==> src/rtl/up_down_counter_param.sv <==
// up_down_counter_param
//   Parametrised WIDTH-bit synchronous up/down counter. It has count enable,
//   parallel load, a runtime-programmable modulus (range 0..mod_max_i), and a
//   wrap or saturate mode. Outputs are a one-cycle terminal-count pulse and
//   sticky overflow/underflow flags. All outputs are registered.
//
//   Optional build macro: UDC_PRESCALE_EN
//     When defined, an internal prescaler makes the counter take one step
//     every PRESCALE_DIV enabled cycles. The port list is the same either way.
//
// Ports
//   clk_i        rising-edge clock
//   reset_n_i    synchronous reset, active-low
//   en_i         count enable
//   up_dn_i      direction, 1 = up, 0 = down
//   load_i       parallel-load strobe (higher priority than stepping)
//   load_val_i   value loaded verbatim when load_i = 1
//   mod_max_i    top of the count range, sampled every cycle
//   sat_mode_i   1 = saturate at the limits, 0 = wrap
//   clr_flags_i  clears ovf_o/unf_o (a boundary event in the same cycle wins)
//   count_o      registered count
//   tc_o         one-cycle pulse on a boundary event
//   ovf_o        sticky: an up-step hit the upper boundary
//   unf_o        sticky: a down-step hit the lower boundary
module up_down_counter_param #(
  parameter int unsigned WIDTH        = 8,
  parameter int unsigned RESET_VAL    = 0,
  parameter int unsigned PRESCALE_DIV = 4
) (
  input  logic             clk_i,
  input  logic             reset_n_i,
  input  logic             en_i,
  input  logic             up_dn_i,
  input  logic             load_i,
  input  logic [WIDTH-1:0] load_val_i,
  input  logic [WIDTH-1:0] mod_max_i,
  input  logic             sat_mode_i,
  input  logic             clr_flags_i,
  output logic [WIDTH-1:0] count_o,
  output logic             tc_o,
  output logic             ovf_o,
  output logic             unf_o
);

  logic [WIDTH-1:0] count_q, count_d;
  logic             tc_q, tc_d;
  logic             ovf_q, ovf_d;
  logic             unf_q, unf_d;
  logic             step;

`ifdef UDC_PRESCALE_EN
  localparam int unsigned PS_W = (PRESCALE_DIV > 1) ? $clog2(PRESCALE_DIV) : 1;
  localparam logic [PS_W-1:0] PS_LAST = PS_W'(PRESCALE_DIV - 1);

  logic [PS_W-1:0] ps_q, ps_d;
  logic            ps_hit;

  assign ps_hit = (ps_q == PS_LAST);

  // Only enabled cycles advance the prescaler. A load restarts the period.
  always_comb begin
    ps_d = ps_q;
    if (load_i) begin
      ps_d = '0;
    end else if (en_i) begin
      ps_d = ps_hit ? '0 : ps_q + PS_W'(1);
    end
  end

  always_ff @(posedge clk_i) begin
    if (!reset_n_i) begin
      ps_q <= '0;
    end else begin
      ps_q <= ps_d;
    end
  end

  assign step = en_i && !load_i && ps_hit;
`else
  // PRESCALE_DIV has no effect in this build.
  logic unused_prescale_div;
  assign unused_prescale_div = (PRESCALE_DIV > 1);

  assign step = en_i && !load_i;
`endif

  always_comb begin
    count_d = count_q;
    tc_d    = 1'b0;
    // Clearing happens first, so a boundary event in the same cycle still sets the flag.
    ovf_d   = ovf_q && !clr_flags_i;
    unf_d   = unf_q && !clr_flags_i;

    if (load_i) begin
      count_d = load_val_i;
    end else if (step) begin
      if (up_dn_i) begin
        // The strict compare ensures +1 only runs below mod_max, so it cannot overflow.
        // An out-of-range count going up is treated as a boundary event.
        if (count_q < mod_max_i) begin
          count_d = count_q + WIDTH'(1);
        end else begin
          count_d = sat_mode_i ? mod_max_i : '0;
          tc_d    = 1'b1;
          ovf_d   = 1'b1;
        end
      end else begin
        // Any nonzero count steps down, including values above mod_max.
        // This lets a loaded out-of-range value drain back into range.
        if (count_q != '0) begin
          count_d = count_q - WIDTH'(1);
        end else begin
          count_d = sat_mode_i ? '0 : mod_max_i;
          tc_d    = 1'b1;
          unf_d   = 1'b1;
        end
      end
    end
  end

  always_ff @(posedge clk_i) begin
    if (!reset_n_i) begin
      count_q <= WIDTH'(RESET_VAL);
      tc_q    <= 1'b0;
      ovf_q   <= 1'b0;
      unf_q   <= 1'b0;
    end else begin
      count_q <= count_d;
      tc_q    <= tc_d;
      ovf_q   <= ovf_d;
      unf_q   <= unf_d;
    end
  end

  assign count_o = count_q;
  assign tc_o    = tc_q;
  assign ovf_o   = ovf_q;
  assign unf_o   = unf_q;

endmodule

==> config.mk <==
export PLATFORM = sky130hd
export DESIGN_NAME = up_down_counter_param
export DESIGN_NICKNAME = d
export VERILOG_FILES = /design/src/rtl/up_down_counter_param.sv
export SDC_FILE = /design/constraint.sdc
export NUM_CORES = 1
export LEC_CHECK = 0
export ABC_AREA = 1
export CORE_ASPECT_RATIO = 1.5
export CORE_MARGIN = 2
export CORE_UTILIZATION = 57
export DETAILED_ROUTE_END_ITERATION = 6
export DONT_BUFFER_PORTS = 1
export HOLD_SLACK_MARGIN = 0.05
export MAX_ROUTING_LAYER = met4
export PLACE_DENSITY = 0.85
export RECOVER_POWER = 25
export SLEW_MARGIN = 25
export SYNTH_ARGS = -nofsm -noshare
export SYNTH_HDL_FRONTEND = slang
export SYNTH_SLANG_ARGS = --single-unit
==> constraint.sdc <==
create_clock -name clk_i -period 1.6 [get_ports clk_i]
set_clock_uncertainty 0.1 [all_clocks]
set_input_delay 0.16 -clock clk_i [delete_from_list [all_inputs] [get_ports clk_i]]
set_output_delay 0.16 -clock clk_i [all_outputs]
set_load 0.05 [all_outputs]
==> results of run 1 <==
[through the flow]
step                setup TNS (ns)  cell area, µm²  instances  util, %  setup WS, ns
floorplan                  -0.0592            1320        200        -       -0.0233
global placement           -0.0784            1510        241     73.5       -0.0261
detailed placement          -0.698            1510        241     73.5        -0.103
CTS                         -0.141            1870        266     91.2       -0.0434
[synthesized netlist by cell type, drive strengths merged]
library cell   n  area share [%]
a21oi         19             7.6
a22oi          6             3.6
a31oi          2             1.0
buf            4             2.1
clkinv         2             1.0
dfxtp         11              18
ha            10              10
inv           32             9.6
nand2         52              18
nand3         22             9.2
nand4          2             1.0
nor2          13             5.7
nor3           1            0.80
o21a           1            0.60
o21ai         15             6.0
xor2           8             5.6
[per-layer routing]
| metal | GRT usage [%] | GRT overflow |
|---|---|---|
| met1 | 59.7 | 0 |
| met2 | 97.8 | 22 |
| met3 | 38.1 | 0 |
| met4 | 85.7 | 19 |
| met5 | - | - |
[logic make-up after synthesis]
logic type | Yosys count | synth area share, %
xor gates and xnor gates | 8 | 5.62
adders and majority gates | 10 | 10.0
AOI/OAI and AO/OA | 43 | 18.9
DFF | 11 | 17.7
buffers and inverters | 38 | 12.8
and+or+nand+nor | 90 | 35.0
[repair_timing]
action | CTS
resized for setup | 30
buffers inserted | 4
pin swaps | 18
cloned | 1
hold buffers | 16
endpoints found under the hold margin | 11
setup endpoints to repair | 10
==> metrics.cfg, run 1 <==
[global_route]
grt_start_max_net_pins=14
grt_util_all_layers_pct=69.7
gr_overflow_total=41

[yosys]
synthesis.area_mm2=0.00125
syn_avg_cell_area_um2=6.23
postSynthNetCount=233
netlist_instances=200
synth-warning-count=0
synth.distinct_cells=25
synth_sequential_area_ratio_pct=17.7
synth_seq_cells=11

[status]
run.stop_error=[ERROR GRT-0232] Routing congestion too high. Check the congestion heatmap in the GUI.
outcome=stopped before the end
flow.stopped_at=global routing (5_1_grt)

[placement]
place.gp.congestion=1.05
port_buffer_count=0
dp.final_hpwl_mm=3.26

[clock_network]
tritoncts.num_buffers=3
clock_sink_count=11
htreeDepth=1
clockBufferDepth=2
cts-root-buf=clkbuf_4

[floorplan]
initial_core_util_pct=60.7
die_w_um=42.2
row_count=20
die_height_um=61.3
boundaryPins=34

[sta]
worstEndpointType=register data pin
grt-worst-endpoint=count_o[2]$_SDFFE_PN0P_/D

==> run 2: changes to the inputs <==
Settings changed: CORE_AREA set to 2 2 63 65, CORE_ASPECT_RATIO 1.5 to not set, CORE_MARGIN 2 to not set, CORE_UTILIZATION 57 to not set, DIE_AREA set to 0 0 65 67, HOLD_SLACK_MARGIN 0.05 to not set, MAX_ROUTING_LAYER met4 to not set, PLACE_DENSITY 0.85 to not set, PLACE_DENSITY_LB_ADDON set to 0.15.
Clock period 1.6 ns to 2.1 ns, I/O delays scaled along.
==> metrics.cfg, run 2 <==
[status]
outcome=completed  ; was stopped before the end

[clock_network]
post_cts_hold_buffer_count=0  ; was 16
clkTransAtPathRegs_ns=0.05
cts-root-buf=clkbuf_8  ; was clkbuf_4
cts_setup_buffers=0  ; was 4
clock_latency_late_sink_ns=0.24
cts_tree=yes
clock_sink_count=11  ; unchanged
clockBufferDepth=2  ; unchanged
htreeDepth=1  ; unchanged
tritoncts.num_buffers=3  ; unchanged
cts_resized=0  ; was 30

[placement]
detailedPlace.worstSlack_ns=0.344  ; was -0.103 ns
place.gp.congestion=0.858  ; was 1.05
port_buffer_count=0  ; unchanged
dp.final_hpwl_mm=3.08  ; was 3.26 mm

[critical_path]
critPathTopFamily=simple AND/OR/NAND/NOR gates
reg2reg_slack_ns=0.33
source_of_the_critical_timing_path=count_o[1]
timing.critical_path.slowest_stage_cell=dfxtp_1
reg2regPathDepth=12
series_of_cell_instances_along_the_critical_path=ha_1 -> nand2_1 -> nand2_1 -> nand2_1 -> nand2_1 -> nand2_2 -> nand2_4 -> nand2_4 -> nand3_1 -> nand2_1 -> nand2_1 -> a21oi_1
criticalPathCategory=flip-flop to flip-flop
worst_setup_path_start_kind=flip-flop
worstPathBufferInverterCount=0
slowest_delay_ns=0.45
critical_path.reg2reg.endpoint=count_o[0]
critPathMaxFanout=10
worst_path_most_repeated_cell=nand2_1
worstPathRequired_ns=2.16
critical_path.endpoint_type=flip-flop
critical_path.reg2reg.startpoint=count_o[1]
critical_path_arrival_ns=1.84

[yosys]
netlist_top_cells_area=dfxtp_1 (18%), nand2_1 (14%), ha_1 (10%)  ; unchanged
synth_top_cell_by_area=dfxtp_1  ; unchanged
syn_avg_cell_area_um2=6.23  ; unchanged
postSynthNetCount=233  ; unchanged
post_synth_most_frequent_cells=nand2_1 (47), inv_1 (27), nand3_1 (21), a21oi_1 (19), dfxtp_1 (11)  ; unchanged
synth_compound_area_share_pct=18.9  ; unchanged
synth_seq_cells=11  ; unchanged
synthFlopType=dfxtp_1  ; unchanged
yosys.area_share.adder_pct=10.0  ; unchanged
synth_most_common_cell=nand2_1  ; unchanged
ys_async_sr_fraction_pct=0  ; unchanged
netlist_instances=200  ; unchanged
yosys.area_share.simple_pct=35.0  ; unchanged
synth_top_family_by_area=simple AND/OR/NAND/NOR gates  ; unchanged
synthesis.area_mm2=0.00125  ; unchanged
synth_sequential_area_ratio_pct=17.7  ; unchanged
netlist.area_leader.share_pct=17.7  ; unchanged
synth.distinct_cells=25  ; unchanged
synth_xor_area_share_pct=5.62  ; unchanged
post_synth_mux_area_share_pct=0  ; unchanged
synth-edff-count=0  ; unchanged
synth-warning-count=0  ; unchanged

[hold_path]
hold_startpoint=reset_n_i
worstHoldEndpoint=ovf_o
hold_depth=2
min-delay-path-class=input port to flip-flop

[global_route]
grt_start_max_net_pins=14
grt_util_all_layers_pct=17.9
grt_first_pass_wirelength_mm=5.98
antenna_found_initial=0
gr_overflow_total=0
grt_pass1_vias=1281

[sta]
setup_viol=0
hold_viol_final=0
final-max-slew-violation-count=0
min_period_ns=1.77
max_clock_freq_mhz=564
tns_ns=0
timing.slew.headroom_pct=52.9
finalWorstSetupSlack_ns=0.328
timing_worst_slew_pin_value_ns=0.703
period_share_pct=84.4
post_route_worst_hold_slack_ns=0.0294
setup_repair_after_global_routing_missed_its_margin=no

[layout]
design.final.nets=243
layout.cells.most_common=nand2_1
layout.cells.most_common_list=nand2_1 (47), inv_1 (27), nand3_1 (21), a21oi_1 (19), dfxtp_1 (11)
largest_reg_flops=8
area_growth_syn_to_layout_pct=11.1
insertedDiodeCount=0
layout-drive-gt1-share_pct=13.4
n_fill_cell=417
fin_util_pct=38.4

[floorplan]
initial_core_util_pct=34.6  ; was 60.7%
row_count=22  ; was 20
core_area_mm2=0.00361
die_footprint_mm2=0.00436
boundaryPins=34  ; unchanged
die_height_um=67  ; was 61.3 µm
die_w_um=65  ; was 42.2 µm

[pwr]
power.density_mw_per_mm2=580
power.static_leakage_nw=0.685
peakVddDrop_mv=0.215
power_uw=803

[route]
final_antenna_violating_net_count=0
drtPass1Iterations=4
drt-initial-drc-count=64
detail_route.wirelength_mm=3.71
post-route-drc-count=0
vias=1300
wl_per_cell_um=14.4
post_dr_vias_cell=5.06

[flow_run]
drv_cap=0

==> run 2: stage by stage <==
step / cell area, µm² / std cells
after floorplan: 1250 / 200
after global placement: 1350 / 253
after detailed placement: 1350 / 253
after CTS: 1390 / 257
after global routing: 1390 / 257
final: 1390 / 257
==> run 2: kinds of logic (layout without fill, tap and decap cells) <==
group,Yosys count,count (layout)
xor+xnor,8,8
flops,11,11
fa+ha+maj,10,10
buf+inv,38,47
simple gates,90,90
compound gates,43,43
==> run 2: worst max-delay path by stage <==
| stage | endpoint | slack (ns) | depth (start not counted) |
|---|---|---|---|
| 2_1_floorplan | count_o[0] | 0.09 | 9 |
| 3_3_place_gp | count_o[6] | 0.38 | 10 |
| 3_5_place_dp | count_o[0] | 0.34 | 12 |
| 4_1_cts | count_o[0] | 0.33 | 12 |
| 5_1_grt | count_o[5] | 0.16 | 12 |
| 6_report | count_o[0] | 0.33 | 12 |
==> run 2: layout make-up <==
type / instances / area [µm²] / share of cell area [%]
tap: 48 / 60.1 / 4.34
timing repair buffer: 9 / 60.1 / 4.34
multi-input combinational: 151 / 867 / 62.6
sequential: 11 / 220 / 15.9
inverter: 34 / 133 / 9.58
clock buffer: 4 / 45.0 / 3.25
==> run 2: where the power goes <==
part	internal, mW	total [mW]	switching (mW)
Clock	0.133	0.208	0.0751
Sequential	0.223	0.244	0.0206
Combinational	0.117	0.352	0.234
==> run 2: routing by layer <==
metal  wire (µm)  vias to the layer above  GRT usage (%)
met4          38                        0           2.66
met2        1810                       47           31.7
met1        1550                      578           21.5
met3         319                        5           5.74
li1            -                      670              -
met5           0                        -              0
No activity file was read; power rests on OpenSTA's default activity.
==> RTL edit (config.mk and constraints of run 2) <==
Change the parameter `WIDTH` from 8 to 6.
--- a/src/rtl/up_down_counter_param.sv
+++ b/src/rtl/up_down_counter_param.sv
@@ -23,7 +23,7 @@
 //   ovf_o        sticky: an up-step hit the upper boundary
 //   unf_o        sticky: a down-step hit the lower boundary
 module up_down_counter_param #(
-  parameter int unsigned WIDTH        = 8,
+  parameter int unsigned WIDTH        = 6,
   parameter int unsigned RESET_VAL    = 0,
   parameter int unsigned PRESCALE_DIV = 4
 ) (
Ports: changed (resized count_o, load_val_i and mod_max_i); port bits go from 34 to 28. The function was not compared with the original's and may differ.
==> RTL edit against run 2 <==
Worst setup slack better by 0.063 ns. Non-clock buffer count down 3. Hold slack better by 0.028 ns. Cell area down 21%. Critical path depth down 3. Cell count down 17%. Sequential cell count down 2. Total power down 18%. Sequential power down 20%. Routed wire length down 23%. Area after synthesis down 20%. Combinational power down 27%.
==> RTL edit: results (changes against run 2) <==
[run_status]
outcome = finished clean

[route]
drt-initial-drc-count = 25  ; -61%
via_count = 1002  ; -23%
wl_mm = 2.840  ; -23%

[place]
place.gp.congestion = 0.7753  ; -9.6%
place_area_um2 = 1055  ; -22%
dp_hpwl_mm = 2.361  ; -23%

[synthesis]
synth_common_cells = nand2_1 (48), inv_1 (22), nand3_1 (15)
synth.area.top_cells = dfxtp_1 (18%), nand2_1 (18%), ha_1 (10%)
ys_seq_area_share_pct = 18.16  ; +0.49 points
ys_types = 25  ; unchanged
ys_seq_elements = 9  ; -2

[sta]
slew_headroom_pct = 65.47  ; +13 points

[cells_and_area]
fill_cells = 408  ; -2.2%
multi_input_area_um2 = 671.9  ; -23%
seq_area_um2 = 180.2  ; -18%
largest_reg_flops = 6  ; -2
buf_share_pct = 4.091  ; -0.25 points
inv_count = 26  ; -24%
drive_gt1_share_pct = 10.84  ; -2.6 points
clock_area_share_pct = 4.205  ; +0.95 points
nNonClkBuffers = 6  ; -3
nMultiInputCombCells = 121  ; -20%
num-clock-buffers = 3  ; -1
finalNetCount = 194  ; -20%

[power]
switchingPower_uw = 259.5  ; -21%
p_leak_nw = 0.5344  ; -22%
ir_worst_vdd_mv = 0.3013  ; +40%
power_density_nw_per_um2 = 597.6  ; +3.0%

[global_route]
grt_pass1_vias = 920  ; -28%
grt_max_degree = 13  ; -1
grtUsageTotal_pct = 13.75  ; -4.2 points
grt_pass1_wl_mm = 4.526  ; -24%

[clock_tree]
root_buffer = clkbuf_8

[worst_setup_path]
r2r-start = count_o[5]$_SDFFE_PN0P_
crit_end = count_o[5]$_SDFFE_PN0P_
rrSetupSlack_ns = 0.39  ; +0.06 ns
cp.arrival_ns = 1.76  ; -0.08 ns
worstReg2RegEnd = count_o[5]$_SDFFE_PN0P_
cp_max_fo = 8  ; -2
worstRegToRegCells = 9  ; -3

[hold_path]
hold_depth = 3  ; +1
hold_path_startpoint = clr_flags_i
hold_path_end = unf_o$_SDFF_PN0_

[floorplan]
rows = 22  ; unchanged

-- RTL edit: changes by cell type after synthesis, moves of 3 or more --
cell and delta:
a21oi_1 -6, nand3_1 -6, inv_1 -5, o21ai_0 -5, o21ai_1 -5, xor2_1 -5, inv_2 -4, buf_2 -3
nand2_4 -3
-- RTL edit: through the flow --
step | setup WS, ns | total power [mW] | hold WS [ns] | std cells
floorplan | 0.03258 | 0.4125 | 0.2851 | 160
global placement | 0.4000 | 0.4566 | 0.2966 | 210
detailed placement | 0.4086 | 0.4564 | 0.3041 | 210
CTS | 0.3849 | 0.6640 | 0.05196 | 214
global route | 0.2542 | 0.7079 | 0.06382 | 214
finish | 0.3913 | 0.6580 | 0.05733 | 214
-- RTL edit: kinds of logic after synthesis --
family / after synthesis / share of synthesized area, %
AOI/OAI and AO/OA: 26 / 15.26
and+or+nand+nor: 84 / 39.72
DFF: 9 / 18.16
buffers and inverters: 30 / 14.12
xor gates and xnor gates: 3 / 2.649
adders and majority gates: 8 / 10.09
-- RTL edit: layer usage --
layer	part of all wire [%]	vias to the layer above	GRT usage, %
met5	0	-	0
met2	50	28	23.32
li1	-	530	-
met1	44	444	17.34
met4	0	0	2.394
met3	6.0	0	4.054
-- RTL edit: critical path, cell delays in order (launching register included) --
cell	delay (ns)
dfxtp_1	0.31
ha_1	0.28
a21o_1	0.20
nor2_2	0.21
nand2_4	0.12
inv_2	0.08
nand2_1	0.05
nand3_1	0.07
nand2_1	0.07
a21oi_1	0.14
-- RTL edit: power by group through the flow --
stage | registers [mW] | clock network (mW) | logic (mW)
after floorplan | 0.238 | 0 | 0.175
after global placement | 0.198 | 0 | 0.258
after detailed placement | 0.199 | 0 | 0.258
after CTS | 0.196 | 0.210 | 0.259
after global routing | 0.196 | 0.219 | 0.293
final | 0.196 | 0.205 | 0.258
